--- src/rtl/scanline_sequencer.sv ---
`default_nettype none
// ============================================================================
// Module      : scanline_sequencer
// Description : Sequences the increment-and-compare delay array over a full
//               sector scan. Each line configures the array with r_0 and the
//               current steering angle, then walks every scanpoint. Each ready
//               delay set is handed to the transmit path and acknowledged back
//               to the array. The last point of each line is flagged, and the
//               angle advances between lines.
// Revision    : 1.0 - initial release
// ============================================================================
module scanline_sequencer #(
  parameter int DW_INPUT = 8,
  parameter int DW_ANGLE = 8,
  parameter int DW_POINT = 10,
  parameter int DW_LINE  = 8
) (
  input  logic                clk,
  input  logic                rst,
  input  logic                start,
  input  logic                abort,
  input  logic [DW_INPUT-1:0] cfg_r_0,
  input  logic [DW_ANGLE-1:0] cfg_angle_start,
  input  logic [DW_ANGLE-1:0] cfg_angle_step,
  input  logic [DW_LINE-1:0]  cfg_num_lines,
  input  logic [DW_POINT-1:0] cfg_num_points,
  input  logic                array_done_configuring,
  input  logic                array_ready,
  input  logic                transmit_done,
  output logic [DW_INPUT-1:0] r_0,
  output logic [DW_ANGLE-1:0] angle,
  output logic                configure,
  output logic                ack,
  output logic                final_scanpoint,
  output logic                tx_valid,
  output logic [DW_POINT-1:0] point_idx,
  output logic [DW_LINE-1:0]  line_idx,
  output logic                busy,
  output logic                scan_done,
  output logic                aborted
);

  typedef enum logic [3:0] {
    S_IDLE       = 4'd0,
    S_CONFIG     = 4'd1,
    S_WAIT_CFG   = 4'd2,
    S_WAIT_READY = 4'd3,
    S_TRANSMIT   = 4'd4,
    S_ACK        = 4'd5,
    S_GUARD      = 4'd6,
    S_DONE       = 4'd7,
    S_ABORT      = 4'd8
  } state_t;

  state_t              state_q;
  logic [DW_ANGLE-1:0] angle_step_q;
  logic [DW_LINE-1:0]  num_lines_q;
  logic [DW_POINT-1:0] num_points_q;

  logic [DW_INPUT-1:0] r_0_q;
  logic [DW_ANGLE-1:0] angle_q;
  logic                configure_q;
  logic                ack_q;
  logic                final_scanpoint_q;
  logic                tx_valid_q;
  logic [DW_POINT-1:0] point_idx_q;
  logic [DW_LINE-1:0]  line_idx_q;
  logic                busy_q;
  logic                scan_done_q;
  logic                aborted_q;

  logic                last_point_d;
  logic                last_line_d;
  logic                abort_take_d;

  // Position decode and abort qualification (abort only matters mid-scan)
  always_comb begin
    last_point_d = (point_idx_q == (num_points_q - DW_POINT'(1)));
    last_line_d  = (line_idx_q == (num_lines_q - DW_LINE'(1)));
    abort_take_d = abort && (state_q inside {S_CONFIG, S_WAIT_CFG, S_WAIT_READY,
                                             S_TRANSMIT, S_ACK, S_GUARD});
  end

  // Scan FSM; every output is produced as a register alongside the state
  always_ff @(posedge clk) begin
    if (rst) begin
      state_q           <= S_IDLE;
      angle_step_q      <= '0;
      num_lines_q       <= '0;
      num_points_q      <= '0;
      r_0_q             <= '0;
      angle_q           <= '0;
      configure_q       <= 1'b0;
      ack_q             <= 1'b0;
      final_scanpoint_q <= 1'b0;
      tx_valid_q        <= 1'b0;
      point_idx_q       <= '0;
      line_idx_q        <= '0;
      busy_q            <= 1'b0;
      scan_done_q       <= 1'b0;
      aborted_q         <= 1'b0;
    end else begin
      // Pulse outputs default low; a state sets them for a single cycle
      configure_q       <= 1'b0;
      ack_q             <= 1'b0;
      final_scanpoint_q <= 1'b0;
      scan_done_q       <= 1'b0;
      aborted_q         <= 1'b0;
      if (abort_take_d) begin
        // Abort wins over any transition, including a coincident transmit_done
        state_q           <= S_ABORT;
        final_scanpoint_q <= 1'b1;
        aborted_q         <= 1'b1;
        tx_valid_q        <= 1'b0;
      end else begin
        case (state_q)
          S_IDLE: begin
            if (start) begin
              r_0_q        <= cfg_r_0;
              angle_q      <= cfg_angle_start;
              angle_step_q <= cfg_angle_step;
              num_lines_q  <= cfg_num_lines;
              num_points_q <= cfg_num_points;
              line_idx_q   <= '0;
              point_idx_q  <= '0;
              busy_q       <= 1'b1;
              if ((cfg_num_lines == '0) || (cfg_num_points == '0)) begin
                state_q <= S_DONE;
              end else begin
                state_q     <= S_CONFIG;
                configure_q <= 1'b1;
              end
            end
          end
          S_CONFIG: state_q <= S_WAIT_CFG;
          S_WAIT_CFG: begin
            if (array_done_configuring) state_q <= S_WAIT_READY;
          end
          S_WAIT_READY: begin
            if (array_ready) begin
              tx_valid_q <= 1'b1;
              state_q    <= S_TRANSMIT;
            end
          end
          S_TRANSMIT: begin
            if (transmit_done) begin
              tx_valid_q        <= 1'b0;
              ack_q             <= 1'b1;
              final_scanpoint_q <= last_point_d;
              state_q           <= S_ACK;
            end
          end
          // ACK output already registered on entry; GUARD gives the array a
          // cycle to drop array_ready before it is sampled again
          S_ACK: state_q <= S_GUARD;
          S_GUARD: begin
            if (last_point_d) begin
              if (last_line_d) begin
                state_q <= S_DONE;
              end else begin
                line_idx_q  <= line_idx_q + DW_LINE'(1);
                angle_q     <= angle_q + angle_step_q;
                point_idx_q <= '0;
                configure_q <= 1'b1;
                state_q     <= S_CONFIG;
              end
            end else begin
              point_idx_q <= point_idx_q + DW_POINT'(1);
              state_q     <= S_WAIT_READY;
            end
          end
          S_DONE: begin
            scan_done_q <= 1'b1;
            busy_q      <= 1'b0;
            state_q     <= S_IDLE;
          end
          S_ABORT: begin
            busy_q  <= 1'b0;
            state_q <= S_IDLE;
          end
          default: begin
            busy_q  <= 1'b0;
            state_q <= S_IDLE;
          end
        endcase
      end
    end
  end

  assign r_0             = r_0_q;
  assign angle           = angle_q;
  assign configure       = configure_q;
  assign ack             = ack_q;
  assign final_scanpoint = final_scanpoint_q;
  assign tx_valid        = tx_valid_q;
  assign point_idx       = point_idx_q;
  assign line_idx        = line_idx_q;
  assign busy            = busy_q;
  assign scan_done       = scan_done_q;
  assign aborted         = aborted_q;

endmodule
`default_nettype wire

--- config.mk ---
export PLATFORM = sky130hd
export DESIGN_NAME = scanline_sequencer
export DESIGN_NICKNAME = d
export VERILOG_FILES = /design/src/rtl/scanline_sequencer.sv
export SDC_FILE = /design/constraint.sdc
export NUM_CORES = 1
export LEC_CHECK = 0
export ABC_CLOCK_PERIOD_IN_PS = 6800
export BUFFER_PORTS_ARGS = -buffer_cell sky130_fd_sc_hd__buf_2
export CAP_MARGIN = 15
export CORE_MARGIN = 2
export CORE_UTILIZATION = 58
export CTS_CLUSTER_DIAMETER = 80
export DETAILED_ROUTE_END_ITERATION = 10
export PLACE_DENSITY = 0.85
export SLEW_MARGIN = 20
export SYNTH_ARGS = -nofsm -noshare
export SYNTH_HDL_FRONTEND = slang
export SYNTH_SLANG_ARGS = --single-unit
--- constraint.sdc ---
create_clock -name clk -period 6.8 [get_ports clk]
set_input_delay 1.36 -clock clk [delete_from_list [all_inputs] [get_ports clk]]
set_output_delay 1.36 -clock clk [all_outputs]
set_load 0.01 [all_outputs]
# After elaboration in Yosys (flattened, before gate mapping)
# Index checks and enable logic that the tools add are counted.
[classes]
muxes = 37
n_bitwise = 3
n_addsub = 5
eq_ne = 20
reduce_logical = 18
[op_table]
columns = ["cell", "n"]
rows = [
  ["2-to-1 mux 8 bit", 6],
  ["case mux 8 bit (2 select lines)", 2],
  ["2-to-1 mux 10 bit", 3],
  ["case mux 4 bit (7 select lines)", 1],
  ["2-to-1 mux 4 bit", 6],
  ["case mux 10 bit (2 select lines)", 1],
  ["equality test 4 x 3 -> 1 bit (second input constant)", 4],
  ["inequality test 3 bit (second input constant)", 5],
  ["2-to-1 mux 1 bit", 13],
  ["inequality test 2 bit (second input constant)", 6],
  ["AND reduction 4 bit", 3],
  ["adder 10 x 1 -> 10 bit (second input constant)", 1],
  ["equality test 10 bit", 1],
  ["zero test 10 bit", 1],
  ["subtractor 10 x 1 -> 10 bit (second input constant)", 1],
  ["AND reduction 3 bit", 3],
  ["adder 8 x 1 -> 8 bit (second input constant)", 1],
  ["adder 8 bit", 1],
  ["equality test 4 x 2 -> 1 bit (second input constant)", 2],
  ["equality test 8 bit", 1],
  ["zero test 8 bit", 1],
  ["subtractor 8 x 1 -> 8 bit (second input constant)", 1],
  ["2-to-1 mux 3 bit", 2],
  ["case mux 1 bit (2 select lines)", 3],
  ["11 further kinds", 14],
]
[word_totals]
word_cells = 99
input_bits = 49
output_inout_bits = 41
reg_bits = 71

# Depth between registers and ports, before layout
# Gate-level depths: netlist of the first run.
[depth]
depth_word = 6
mapped_depth = 12
mapped_depth_nobuf = 11

# Least setup slack after synthesis of the first run
# No wires, ideal clock.
[synth_path]
path_type = "input to register"
startpoint = "in start"
endpoint = "reg point_idx_q[8] (netlist: point_idx[8])"
required_ns = 6.730
setup_ns = 0.070
n_path_buf = 1
t_arrival_ns = 2.980
path_stages = 7
setup_slack_ns = 3.750
path_cell_list = "nor2b_1 -> and2_1 -> clkbuf_1 -> o21ai_0 -> a31o_2 -> or4_1 -> a21oi_1"
[synth_via]
elab_chain_cells = 2
[synth_lines]
columns = ["element", "line_no", "source"]
rows = [
  ["start: declaration", "20", "input logic start,"],
  ["inequality test 2 bit (no source line)", "--", ""],
  ["AND reduction 4 bit (no source line)", "--", ""],
  ["end signal: assignment", "168", "point_idx_q <= point_idx_q + DW_POINT'(1);"],
  ["end: declaration", "66", "logic [DW_POINT-1:0] point_idx_q;"],
]
# No other way between the ends.
# A chain may end at the register's enable or synchronous reset.

# Final worst setup path of the first run
[layout_path]
startpoint = "in start"
endpoint = "reg line_idx_q[5] (netlist: line_idx[5])"
[layout_via]
elab_chain_cells = 2
[layout_lines]
columns = ["element", "line_no", "source"]
rows = [
  ["inequality test 2 bit (no source line)", "--", ""],
  ["AND reduction 5 bit (no source line)", "--", ""],
  ["end signal: assignment", "161", "line_idx_q <= line_idx_q + DW_LINE'(1);"],
  ["end: declaration", "67", "logic [DW_LINE-1:0] line_idx_q;"],
]
# No other way between the ends.

==> flow_summary.ini, run 1 <==
[place]
dp_hpwl_um = 6587
numPortBuffers = 89
placed_cells = 623
gp_congestion = 0.8677
dp_slack_ns = 3.188

[synthesis]
synth_warnings = 0
async_reset_ff_share_pct = 0
synth_area_sq_mm = 0.003751
synth_edf_count = 0
synth_cells = 477
synth_compound_area_share_pct = 18.71
ys_ff_latch = 71
syn_nets = 538
ys.flop_type = dfxtp_1
synth_top_area_share_pct = 37.89
ys_seq_area_share_pct = 37.89
yosys-top-cells-area = dfxtp_1 38%, nand2_1 9.5%, a21oi_1 8.0%
synth_cell_types = 50
synth_top_area_cell = dfxtp_1
synthXorXnorAreaFrac_pct = 6.538
syn_avg_cell_area_sq_um = 7.864
synth-adder-area-share_pct = 4.203
synthSimpleGateAreaFrac_pct = 26.32
synth_top_family_by_area = simple AND/OR/NAND/NOR gates
muxShareOfSynthArea_pct = 2.402

[power_and_ir_drop]
p_leak_uw = 0.001868
p_int_uw = 883.7
powerDensity_mw_per_mm2 = 330.0
netSwitchingPower_uw = 575.0
pwr-share-clk_pct = 23.4
switching_share_pct = 39.42
finalPower_uw = 1459
vdd_drop_max_mv = 0.2217
p_seq_share_pct = 39.1
pwr-share-comb_pct = 37.5

[min_path]
hold_class = flip-flop to flip-flop

[drt]
postRouteAntennaNets = 0
first_pass_iters = 4
routed_via_density = 5.861
wirelength_um = 9474
num_vias = 3745
drcViolationCount = 0
drtIter0Drc = 286
avgRoutedWirePerCell_um = 14.83

[global_route]
grt_max_degree = 58
antenna_found_initial = 0
use_met2_pct = 44.37
grt_use_total_pct = 26.90
grtUsageMet3_pct = 6.490
grt_pass1_wl_um = 15760
grt.overflow.total = 0
grt_pass1_vias = 3490
grt.busiest_layer = met2
grt_util_met1_pct = 35.04

[sta]
whs_ns = 0.4562
max_slew_margin_pct = 35.34
rsz0062_at_grt = no
finalHoldViolCount = 0
worst_slack_ns = 3.520
fin_crit_sh_pct = 48.23
min_period_ns = 3.280
tightest_slew_ns = 0.9700
setup_viol = 0
fin_setup_tns_ns = 0
fin_skew_ns = 0.007712
fmax_ghz = 0.3049
finalMaxSlewViolations = 0

[worst_setup_path]
r2r-start = num_points_q[0]
required_ns = 7.08
worstSetupPathType = input pin to flip-flop
cpMaxStageDelayCell = and2_1
path_cells = buf_2, nor2b_1, and2_1, buf_4, a21oi_2, buf_4, or4_1, a21oi_1
cp.arrival_ns = 3.56
cp-end-kind = flip-flop
crit_start = start
r2r_slack_ns = 3.68
crit_path_end = line_idx[5]
path_max_fanout = 32
ff2ff_path_depth = 10
start_kind = input pin
critPathMaxStageDelay_ns = 0.58
cp_common_cell = buf_4
r2r-end = line_idx[5]

[clocking]
clockBufferDepth = 2
ctsResizeCount = 0
post_cts_buffers = 0
clk_latency_ns = 0.35
cts.sinks = 71
cts-buffers-inserted = 9
htreeDepth = 3
hold_buffers = 0
cts-root-buf = clkbuf_8
cts_tree = yes
clk_pin_slew_ns = 0.08

[floorplanning]
row_count = 29
design.core.area_sq_mm = 0.006314
die_w_um = 84.42
initial_core_util_pct = 59.41
die_y_um = 84.42
die_area_sq_mm = 0.007127
ios = 90

[finish]
multi_input_area_sq_mm = 0.002182
fin_nets = 618
drive_above_1_share_pct = 20.82
area_growth_syn_to_layout_pct = 17.85
finalNonFillerCells = 639
num_antenna_cells = 0
regArea_sq_mm = 0.001421
num-fill-cells = 515

[flow_run]
max_cap_viol_count = 0

[run_status]
status = finished clean
stage by stage:
| stage | cell area, sq um | utilization, % |
|---|---|---|
| 6_report | 4420 | 70.02 |
| 5_1_grt | 4420 | 70.02 |
| 4_1_cts | 4420 | 70.02 |
| 3_5_place_dp | 4224 | 66.90 |
| 3_3_place_gp | 4224 | 66.90 |
| 2_1_floorplan | 3751 | - |
cell families (layout without fill, tap and decap cells):
| group | count (synthesis) | in the layout |
|---|---|---|
| AND/OR/NAND/NOR | 205 | 205 |
| AO/OA/AOI/OAI | 114 | 114 |
| flip-flops | 71 | 71 |
| buffers and inverters | 38 | 123 |
| XOR/XNOR | 28 | 28 |
| adder cells (fa/ha/maj) | 12 | 12 |
| multiplexers | 9 | 9 |
cells in the final DEF, fill, tap and decap left out, drive strengths merged, types with 2 or more instances in the layout:
cell,n
or3b,2
dfxtp,71
clkinv,3
a211oi,5
a21oi,61
a21o,3
and2,5
nand4,6
a211o,5
clkbuf,9
o21ai,19
nand3b,5
or4,5
nand2,95
a311oi,2
nor3b,2
and3,3
nor3,13
mux2i,9
xnor2,17
nor2b,3
nor2,30
a31oi,3
ha,11
nand3,10
inv,16
o21ba,2
nor4b,2
o31ai,2
buf,92
clkinvlp,2
or3,13
nand2b,5
nor4,6
xor2,11
sequential cells by signal (all words and copies together) (netlist names):
| name | count |
|---|---|
| aborted | 1 |
| ack | 1 |
| angle | 8 |
| angle_step_q | 8 |
| busy | 1 |
| configure | 1 |
| final_scanpoint | 1 |
| line_idx | 8 |
| num_lines_q | 8 |
| num_points_q | 10 |
| point_idx | 10 |
| r_0 | 8 |
| scan_done | 1 |
| state_q | 4 |
| tx_valid | 1 |
synthesized netlist by cell type, drive strengths merged (6+ instances only):
cell and instances:
nand2 95, dfxtp 71, a21oi 61, nor2 30, o21ai 19, xnor2 17, clkbuf 16, inv 15
nor3 13, or3 13, ha 11, xor2 11, nand3 10, mux2i 9, buf 7, nand4 6
nor4 6
worst min-delay path by stage:
stage               startpoint               to  slack [ns]  cells after the start
2_1_floorplan  angle_step_q[0]  angle_step_q[0]        0.44                      2
3_3_place_gp            r_0[6]           r_0[6]        0.44                      2
3_5_place_dp            r_0[1]           r_0[1]        0.44                      2
4_1_cts                 r_0[1]           r_0[1]        0.46                      2
5_1_grt                 r_0[2]           r_0[2]        0.48                      2
6_report                r_0[1]           r_0[1]        0.46                      2
area by class of cell:
type                       instances  area share, %
tap                               77          2.179
inverter                          15          1.274
clock buffer                       9          2.802
clock inverter                     7          1.642
multi-input combinational        368          49.36
timing repair buffer              92          10.59
sequential                        71          32.15
metal layers:
metal  share of wire (%)  wire length (um)
met5                   0                 0
met4                 1.3               127
met3                 6.5               617
met2                  49              4644
met1                  43              4085
critical path: cells and delay by family:
family                 cells  cell delay [ns]
AND/OR/NAND/NOR            3             1.33
buffers and inverters      3             0.68
AO/OA/AOI/OAI              2             0.19
power groups by stage:
stage	Sequential [uW]	Clock, uW	Combinational (uW)
after floorplan	566	0	406
after global placement	573	0	511
after detailed placement	578	0	534
after CTS	569	342	542
after global routing	582	365	609
final	571	341	547
Power figures use the tool's default switching activity.
==> run 2: changes to the inputs <==
Settings changed: ABC_CLOCK_PERIOD_IN_PS 6800 to 2800, CORE_UTILIZATION 58 to 49, PLACE_DENSITY 0.85 to 0.77.
Clock period 6.8 ns to 2.8 ns, I/O delays scaled along.
==> run 2 against run 1 <==
Net effect:
- cell count is 5.5% higher
- utilization is 6.9 points lower
- non-clock buffer count is 13 higher
- global-route usage is 3.3 points lower
- combinational power grew to 2.8 times the previous value
- worst setup slack worse by 3.4 ns
==> flow_summary.ini, run 2 (same netlist as run 1, synthesis figures left out) <==
[global_route]
grt.overflow.total = 0
grt_pass1_wl_um = 16100
antenna_found_initial = 0
grt_max_degree = 37
grt_use_total_pct = 23.55
grt_pass1_vias = 3417

[sta]
whs_ns = 0.4430
fmax_ghz = 0.3758
max_slew_margin_pct = 54.18
fin_skew_ns = 0.006340
finalMaxSlewViolations = 0
finalHoldViolCount = 0
tightest_slew_ns = 0.6873
fin_crit_sh_pct = 95.04
fin_setup_tns_ns = 0
worst_slack_ns = 0.1388
setup_viol = 0
min_period_ns = 2.661

[drt]
avgRoutedWirePerCell_um = 14.76
drcViolationCount = 0
top_layer_used = met4
postRouteAntennaNets = 0
first_pass_iters = 5
wl_met2_um = 4841
drt-met1-wl_um = 4350
wirelength_um = 9947
wl_met3_um = 587
drtIter0Drc = 187
routed_via_density = 5.561
num_vias = 3748

[worst_setup_path]
cp-end-kind = flip-flop
cpMaxStageDelayCell = or4_1
cp.arrival_ns = 2.94
path_cells = nor4_4, and3_1, a211o_1, nand3b_1, a2111oi_4, a21oi_2, buf_12, or4_1, a21oi_1
path_max_fanout = 11
critPathMaxStageDelay_ns = 0.49
worstSetupPathType = flip-flop to flip-flop
required_ns = 3.08
path_buf_inv = 1
crit_family = simple AND/OR/NAND/NOR gates
start_kind = flip-flop

[place]
gp_congestion = 0.9339
dp_hpwl_um = 6980
numPortBuffers = 89
dp_slack_ns = 0.05627
placed_cells = 654

[finish]
num_antenna_cells = 0
layout_common_cells = 95 x nand2_1, 89 x buf_2, 67 x dfxtp_1
regArea_sq_mm = 0.001426
multi_input_area_sq_mm = 0.002225
finalNonFillerCells = 674
layout_commonest_cell = nand2_1
num-fill-cells = 628
area_growth_syn_to_layout_pct = 23.42
drive_above_1_share_pct = 24.17
fin_nets = 631

[clocking]
cts-buffers-inserted = 9
clk_latency_ns = 0.35
cts-root-buf = clkbuf_8
clockBufferDepth = 2
clk_pin_slew_ns = 0.08
htreeDepth = 3
cts.sinks = 71
cts_tree = yes

[flow_run]
max_cap_viol_count = 0

[min_path]
hold_class = input pin to flip-flop

[floorplanning]
row_count = 31
die_area_sq_mm = 0.008371
initial_core_util_pct = 51.17
die_y_um = 91.50
ios = 90
design.core.area_sq_mm = 0.007331
die_w_um = 91.50

[power_and_ir_drop]
vdd_drop_max_mv = 0.4264
finalPower_uw = 3734
powerDensity_mw_per_mm2 = 806.6
p_leak_uw = 0.001967

[run_status]
status = finished clean
[run 2: cell count changes in the layout (fill, tap and decap cells not counted), sizes merged]
cell	delta
buf	+12
inv	-1
clkbuf	+4
clkinvlp	-2
[run 2: metrics by stage]
stage | area (sq um) | utilization (%)
6_report | 4629 | 63.15
5_1_grt | 4629 | 63.15
4_1_cts | 4527 | 61.75
3_5_place_dp | 4332 | 59.09
3_3_place_gp | 4332 | 59.09
2_1_floorplan | 3751 | -
[run 2: final cells by class]
type | instances | area share, %
Clock buffer | 12 | 3.135
Clock inverter | 4 | 0.9730
Inverter | 15 | 1.216
Multi-Input combinational cell | 368 | 48.05
Sequential cell | 71 | 30.81
Tap cell | 99 | 2.676
Timing Repair Buffer | 105 | 13.14
[run 2: routing by layer]
metal / up-vias / global-route usage [%]
li1: 1864 / -
met1: 1754 / 30.35
met2: 113 / 38.73
met3: 17 / 3.900
met4: 0 / 10.23
met5: - / 0
[run 2: repair_timing]
action / 4_1_cts / 5_1_grt
setup buffers: 0 / 3
hold endpoints to repair: 0 / 0
hold buffers: 0 / 0
pin swaps: 0 / 4
gates resized for setup: 1 / 13
cloned: 0 / 1
endpoints found under the setup margin: 3 / 17
[run 2: where the power goes]
group / internal (uW) / switching [uW]
Clock: 432 / 381
Sequential: 1190 / 200
Combinational: 693 / 837
[run 2: path summary, 6_finish.rpt]
| check | end | depth (start not counted) | slack, ns | start |
|---|---|---|---|---|
| max | line_idx[5] | 9 | 0.14 | num_points_q[4] |
| max reg2reg | line_idx[5] | 9 | 0.14 | num_points_q[4] |
| min reg2reg | r_0[4] | 2 | 0.45 | r_0[4] |
| min | angle_step_q[3] | 3 | 0.44 | cfg_angle_step[3] |
[run 2: tightest hold or removal path, cell delays in order]
cell and delay, ns:
buf_2 0.09, nand2_1 0.05, a21oi_1 0.05
